==> config.mk <==
export PLATFORM = sky130hd
export DESIGN_NAME = multi_ch_window_discriminator
export DESIGN_NICKNAME = d
export VERILOG_FILES = /design/src/rtl/disc_pkg.sv /design/src/rtl/disc_channel_step.sv /design/src/rtl/multi_ch_window_discriminator.sv
export SDC_FILE = /design/constraint.sdc
export NUM_CORES = 1
export LEC_CHECK = 0
export ABC_AREA = 1
export CORE_MARGIN = 1
export CORE_UTILIZATION = 53
export DETAILED_ROUTE_END_ITERATION = 6
export PLACE_DENSITY = 0.82
export SYNTH_ARGS = -nofsm -noshare
export SYNTH_HDL_FRONTEND = slang
export SYNTH_HIERARCHICAL = 1
export SYNTH_SLANG_ARGS = --single-unit
==> constraint.sdc <==
create_clock -name dataclk -period 4.5 [get_ports dataclk]
set_input_delay 1.35 -clock dataclk [delete_from_list [all_inputs] [get_ports dataclk]]
set_output_delay 1.35 -clock dataclk [all_outputs]
set_load 0.005 [all_outputs]
==> src/rtl/disc_pkg.sv <==
// Shared types and constants for the multi-channel window discriminator.
package disc_pkg;

    typedef enum logic [1:0] {
        IDLE = 2'd0,
        WAIT = 2'd1,
        WIN  = 2'd2,
        HOLD = 2'd3
    } state_t;

    localparam int CH_IDX_W  = 6;
    localparam int HIT_CNT_W = 16;

endpackage

==> src/rtl/disc_channel_step.sv <==
// Combinational next-state logic for one channel; the top time-shares a single
// instance across all channels by feeding it the selected channel's stored state.
module disc_channel_step
    import disc_pkg::*;
#(
    parameter int DATA_W = 16,
    parameter int WIN_W  = 16
) (
    input  state_t                    state_cur,
    input  logic [WIN_W-1:0]          count_cur,
    input  logic                      over_prev,
    input  logic                      thresh_cur,
    input  logic signed [DATA_W-1:0]  sample,
    input  logic signed [DATA_W-1:0]  thrsh,
    input  logic                      pol,
    input  logic                      fsm_mode,
    input  logic                      edge_type,
    input  logic [WIN_W-1:0]          win_start,
    input  logic [WIN_W-1:0]          win_stop,
    input  logic [WIN_W-1:0]          stop_max,
    output state_t                    state_nxt,
    output logic [WIN_W-1:0]          count_nxt,
    output logic                      over,
    output logic                      thresh_nxt,
    output logic                      window_nxt,
    output logic                      hit
);

    logic              trig;
    logic [WIN_W-1:0]  count_inc;
    logic [WIN_W-1:0]  offset;

    // The trigger sample itself is offset 0, so a window starting at 0 can hit on it.
    always_comb begin
        over       = pol ? (sample > thrsh) : (sample < thrsh);
        trig       = edge_type ? (over_prev & ~over) : (over & ~over_prev);
        count_inc  = (count_cur == '1) ? count_cur : count_cur + 1'b1;
        offset     = '0;
        state_nxt  = state_cur;
        count_nxt  = count_cur;
        thresh_nxt = thresh_cur;
        hit        = 1'b0;

        if (!fsm_mode) begin
            state_nxt  = IDLE;
            count_nxt  = '0;
            thresh_nxt = over;
        end else if (state_cur == IDLE && !trig) begin
            state_nxt  = IDLE;
            count_nxt  = '0;
            thresh_nxt = 1'b0;
        end else begin
            offset    = (state_cur == IDLE) ? '0 : count_inc;
            count_nxt = offset;
            if (state_cur != IDLE && offset >= stop_max) begin
                state_nxt  = IDLE;
                count_nxt  = '0;
                thresh_nxt = 1'b0;
            end else if (state_cur == HOLD) begin
                state_nxt = HOLD;
            end else if (offset > win_stop) begin
                state_nxt  = HOLD;
                thresh_nxt = 1'b0;
            end else if (offset >= win_start) begin
                if (over) begin
                    hit        = 1'b1;
                    state_nxt  = HOLD;
                    thresh_nxt = 1'b1;
                end else begin
                    state_nxt  = WIN;
                    thresh_nxt = 1'b0;
                end
            end else begin
                state_nxt  = WAIT;
                thresh_nxt = 1'b0;
            end
        end

        window_nxt = (state_nxt == WIN);
    end

endmodule

==> src/rtl/multi_ch_window_discriminator.sv <==
// N-channel threshold/window discriminator over time-multiplexed samples.
// Optional per-channel hit counters are built when DISC_HIT_COUNT_EN is defined.
module multi_ch_window_discriminator
    import disc_pkg::*;
#(
    parameter int N_CH   = 4,
    parameter int DATA_W = 16,
    parameter int WIN_W  = 16
) (
    input  logic                      dataclk,
    input  logic                      reset,
    input  logic                      sample_valid,
    input  logic [CH_IDX_W-1:0]       ch_idx,
    input  logic [DATA_W-1:0]         sample,
    input  logic [N_CH*DATA_W-1:0]    thrsh,
    input  logic [N_CH-1:0]           thrsh_pol,
    input  logic                      fsm_mode,
    input  logic                      edge_type,
    input  logic [WIN_W-1:0]          win_start,
    input  logic [WIN_W-1:0]          win_stop,
    input  logic [WIN_W-1:0]          stop_max,
    output logic [N_CH-1:0]           thresh_out,
    output logic [N_CH-1:0]           window_state,
    output logic                      hit_valid,
    output logic [CH_IDX_W-1:0]       hit_ch
`ifdef DISC_HIT_COUNT_EN
   ,input  logic [CH_IDX_W-1:0]       cnt_sel,
    input  logic                      cnt_clr,
    output logic [HIT_CNT_W-1:0]      hit_cnt
`endif
);

    localparam int SEL_W = (N_CH > 1) ? $clog2(N_CH) : 1;
    localparam logic [CH_IDX_W:0] N_CH_L = (CH_IDX_W + 1)'(N_CH);

    state_t             state_q   [N_CH];
    logic [WIN_W-1:0]   count_q   [N_CH];
    logic [N_CH-1:0]    over_prev_q;

    logic               ch_ok;
    logic               strobe;
    logic [SEL_W-1:0]   ch_sel;

    state_t             state_nxt;
    logic [WIN_W-1:0]   count_nxt;
    logic               over;
    logic               thresh_nxt;
    logic               window_nxt;
    logic               hit;

    assign ch_ok  = ({1'b0, ch_idx} < N_CH_L);
    assign strobe = sample_valid & ch_ok;
    assign ch_sel = ch_ok ? ch_idx[SEL_W-1:0] : '0;

    disc_channel_step #(
        .DATA_W (DATA_W),
        .WIN_W  (WIN_W)
    ) u_step (
        .state_cur  (state_q[ch_sel]),
        .count_cur  (count_q[ch_sel]),
        .over_prev  (over_prev_q[ch_sel]),
        .thresh_cur (thresh_out[ch_sel]),
        .sample     (sample),
        .thrsh      (thrsh[ch_sel*DATA_W +: DATA_W]),
        .pol        (thrsh_pol[ch_sel]),
        .fsm_mode   (fsm_mode),
        .edge_type  (edge_type),
        .win_start  (win_start),
        .win_stop   (win_stop),
        .stop_max   (stop_max),
        .state_nxt  (state_nxt),
        .count_nxt  (count_nxt),
        .over       (over),
        .thresh_nxt (thresh_nxt),
        .window_nxt (window_nxt),
        .hit        (hit)
    );

    // Only the strobed channel's slot is written; every other channel holds.
    always_ff @(posedge dataclk or negedge reset) begin
        if (!reset) begin
            for (int i = 0; i < N_CH; i++) begin
                state_q[i] <= IDLE;
                count_q[i] <= '0;
            end
            over_prev_q  <= '0;
            thresh_out   <= '0;
            window_state <= '0;
            hit_valid    <= 1'b0;
            hit_ch       <= '0;
        end else begin
            hit_valid <= 1'b0;
            if (strobe) begin
                state_q[ch_sel]      <= state_nxt;
                count_q[ch_sel]      <= count_nxt;
                over_prev_q[ch_sel]  <= over;
                thresh_out[ch_sel]   <= thresh_nxt;
                window_state[ch_sel] <= window_nxt;
                if (hit) begin
                    hit_valid <= 1'b1;
                    hit_ch    <= ch_idx;
                end
            end
        end
    end

`ifdef DISC_HIT_COUNT_EN
    logic [HIT_CNT_W-1:0] hit_cnt_q [N_CH];
    logic                 cnt_ok;

    assign cnt_ok = ({1'b0, cnt_sel} < N_CH_L);

    // Clear wins over a coincident hit; readback is one cycle behind cnt_sel.
    always_ff @(posedge dataclk or negedge reset) begin
        if (!reset) begin
            for (int i = 0; i < N_CH; i++) begin
                hit_cnt_q[i] <= '0;
            end
            hit_cnt <= '0;
        end else begin
            if (cnt_clr) begin
                for (int i = 0; i < N_CH; i++) begin
                    hit_cnt_q[i] <= '0;
                end
            end else if (strobe && hit && hit_cnt_q[ch_sel] != '1) begin
                hit_cnt_q[ch_sel] <= hit_cnt_q[ch_sel] + 1'b1;
            end
            hit_cnt <= cnt_ok ? hit_cnt_q[cnt_sel[SEL_W-1:0]] : '0;
        end
    end
`endif

endmodule

==> qor.yml <==
outcome:
  outcome: "finished, violations left"
  failed_checks: "design-rule violations, negative setup slack"
clocking:
  path_clk_slew_ns: 0.08
  cts.path.max_buffers: 2
  htreeDepth: 3
  ctsRootBufferMaster: "clkbuf_16"
  clock-sinks: 91
  numCtsBuffers: 9
  insertion_delay_ns: 0.37
  cts_tree: "built"
timing:
  tightest_slew_ns: 0.901
  layout_setup_ws_ns: -1.00
  period_share_pct: 122
  final_max_slew_viol_count: 0
  rsz0062_at_grt: "true"
  finalSetupTns_ns: -68.74
  max_slew_margin_pct: 39.8
  whs_ns: 0.486
  min_period_ns: 5.50
  fin_worst_skew_ns: 0.0147
  hold_violations: 0
  setup_viol: 87
  fmax_ghz: 0.182
placed_design:
  routabilityCongestion: 0.944
  placed_cell_area_sq_um: 10400
  hpwl_mm: 17.8
  pre_cts_ws_ns: -1.30
  numPortBuffers: 157
route:
  vias: 10600
  dr.pass1.iters: 7
  ant_nets: 0
  drt-total-wl_mm: 35.6
  drtIter0Drc: 1527
  wl_per_cell_um: 21.3
  vias_per_cell: 6.34
  drc: 45
finish:
  diodes: 0
  fin_util_pct: 86.0
  final_area_sq_um: 12000
  layout.nets: 1690
  area_delta_synth_final_pct: 57.0
  drive_gt1_share_pct: 26.8
  nFillCells: 755
synthesis:
  synth_cell_types: 38
  syn_area_sq_um: 7660
  synth_compound_gate_area_share_pct: 4.10
  syn_nets: 1413
  synthCells: 1208
  synth_top_cells_by_area: "dfrtp_1, nand2_1, ha_1"
  ys.flop_type: "dfrtp_1"
  synthXorXnorAreaFrac_pct: 0.457
  synth_top_family_by_area: "simple AND/OR/NAND/NOR gates"
  syn_area_per_cell_sq_um: 6.35
  yosysSeqAreaShare_pct: 29.7
  synth-adder-area-share_pct: 10.1
  synth-async-reset-ratio_pct: 100
  synth.area.mux_share_pct: 0
  synth_top_area_share_pct: 29.7
  netlist.top_cell.by_area: "dfrtp_1"
  synth_edf_count: 0
  synth-seq-cells: 91
  synth-simple-area-share_pct: 45.1
  ys_warn_count: 6
global_routing:
  antenna_found_initial: 1
  grtUsageTotal_pct: 39.0
  grt_first_pass_wirelength_mm: 45.3
  grt_pass1_vias: 9491
  grt_overflow: 0
  grt_max_degree: 46
die:
  fp.dieH_um: 122
  initial_core_util_pct: 54.8
  die_w_um: 122
  core-area_sq_um: 14000
  rows: 43
  die-area_sq_um: 14900
  num_io_pins: 158
run:
  max_cap_viol_count: 0
worst_hold_path:
  hold_start: "window_state[0]$_DFFE_PN0P_"
  min_path_type: "reg2reg"
worst_setup_path:
  startpoint: "ch_idx[5]"
  required_ns: 4.76
  worstPathMaxFanout: 8
  r2r-start: "count_q[38]$_DFFE_PN0P_"
  cp.arrival_ns: 5.76
  max_stage_delay_ns: 0.27
  cp-end-kind: "flip-flop"
  crit_type: "in2reg"
  crit_slowest_cell: "nand2_1"
  cp-start-kind: "input port"
power:
  p_leak_nw: 6.48
  power_density_nw_per_um2: 183
  vdd_ir_drop_max_mv: 0.140
## repair_timing
item / CTS / global route
setup endpoints to repair: 87 / 87
setup buffers: 40 / 18
gates resized for setup: 132 / 110
hold buffers: 0 / 0
cloned: 4 / 0
pin swaps: 93 / 76
## cells in the mapped netlist, drive strengths merged (3+ instances only)
master / count
dfrtp: 91
nand4: 78
clkbuf: 13
o21bai: 3
ha: 62
buf: 53
nand3: 104
o21ai: 14
a21oi: 27
inv: 130
nor4: 3
nand2: 537
a211oi: 3
nor3: 13
or2: 4
nor2: 59
xnor2: 3
## per-stage QoR
step | total power, mW | instances
after floorplan | 1.08 | 1208
final | 2.20 | 1670
after CTS | 2.13 | 1659
after detailed placement | 1.33 | 1599
after global routing | 2.29 | 1670
after global placement | 1.32 | 1599
## worst paths after layout
| path | endpoint | slack (ns) | depth (start not counted) |
|---|---|---|---|
| setup / recovery | count_q[38]$_DFFE_PN0P_ | -1.00 | 33 |
| hold / removal | window_state[0]$_DFFE_PN0P_ | 0.49 | 2 |
| setup reg to reg | count_q[38]$_DFFE_PN0P_ | 0.19 | 28 |
| hold reg to reg | window_state[0]$_DFFE_PN0P_ | 0.49 | 2 |
| max in group asynchronous | count_q[23]$_DFFE_PN0P_ | 2.66 | 2 |
| min in group asynchronous | count_q[50]$_DFFE_PN0P_ | 0.97 | 1 |
## registers in the layout (all words and copies together) (netlist names)
| name | cells |
|---|---|
| thresh_out | 4 |
| over_prev_q | 4 |
| window_state | 4 |
| state_q | 8 |
| count_q | 64 |
| hit_valid | 1 |
| hit_ch | 6 |
## placed cells by master, fill, tap and decap left out, drive strengths merged
cell type and count:
o211a 1, or2 4, clkbuf 13, o21bai 3
clkinvlp 1, and2 1, xor2 1, nand2 537
nor2 59, ha 62, a211oi 3, o211ai 1
dlygate4sd2 1, o221a 1, o21ai 14, clkdlybuf4s50 149
clkinv 2, o21a 2, a21oi 27, nor4 3
nor3b 1, nor3 13, xnor2 3, nand3b 1
dfrtp 91, nand3 104, a31oi 2, buf 182
inv 130, nand4 78
## final cells by class
class                   count  area (sq um)  area share (%)
inverters                 130           495            4.12
repair buffers            332          3190            26.5
well taps                 180           225            1.87
flip-flops and latches     91          2280            18.9
clock inverters             3          21.3           0.177
clock buffers              13           270            2.25
multi-input cells         921          5560            46.2
## power breakdown
part / internal (mW) / switching (mW) / total [mW]
sequential: 0.834 / 0.0121 / 0.846
combinational: 0.279 / 0.310 / 0.588
clock: 0.421 / 0.350 / 0.771
total: 1.53 / 0.672 / 2.20
## metal layers
layer	share of wire [%]	track usage [%]	up-vias
met5	0	0	-
li1	-	-	4430
met1	32	42.8	4733
met2	44	64.9	1032
met4	10	28.7	0
met3	14	10.4	388
## worst max-delay path, delay by kind of cell
kind,cells,cell delay [ns]
buffers and inverters,11,1.47
adder cells (fa/ha/maj),1,0.20
AO/OA/AOI/OAI,2,0.38
AND/OR/NAND/NOR,19,2.33
## kinds of logic (layout without fill, tap and decap cells)
logic type	Yosys count	in the layout
AOI/OAI and AO/OA	54	54
xor gates and xnor gates	4	4
adders and majority gates	62	62
buffers and inverters	196	478
DFF	91	91
and+or+nand+nor	801	801
Note: power is estimated with default switching activity, not from simulation.
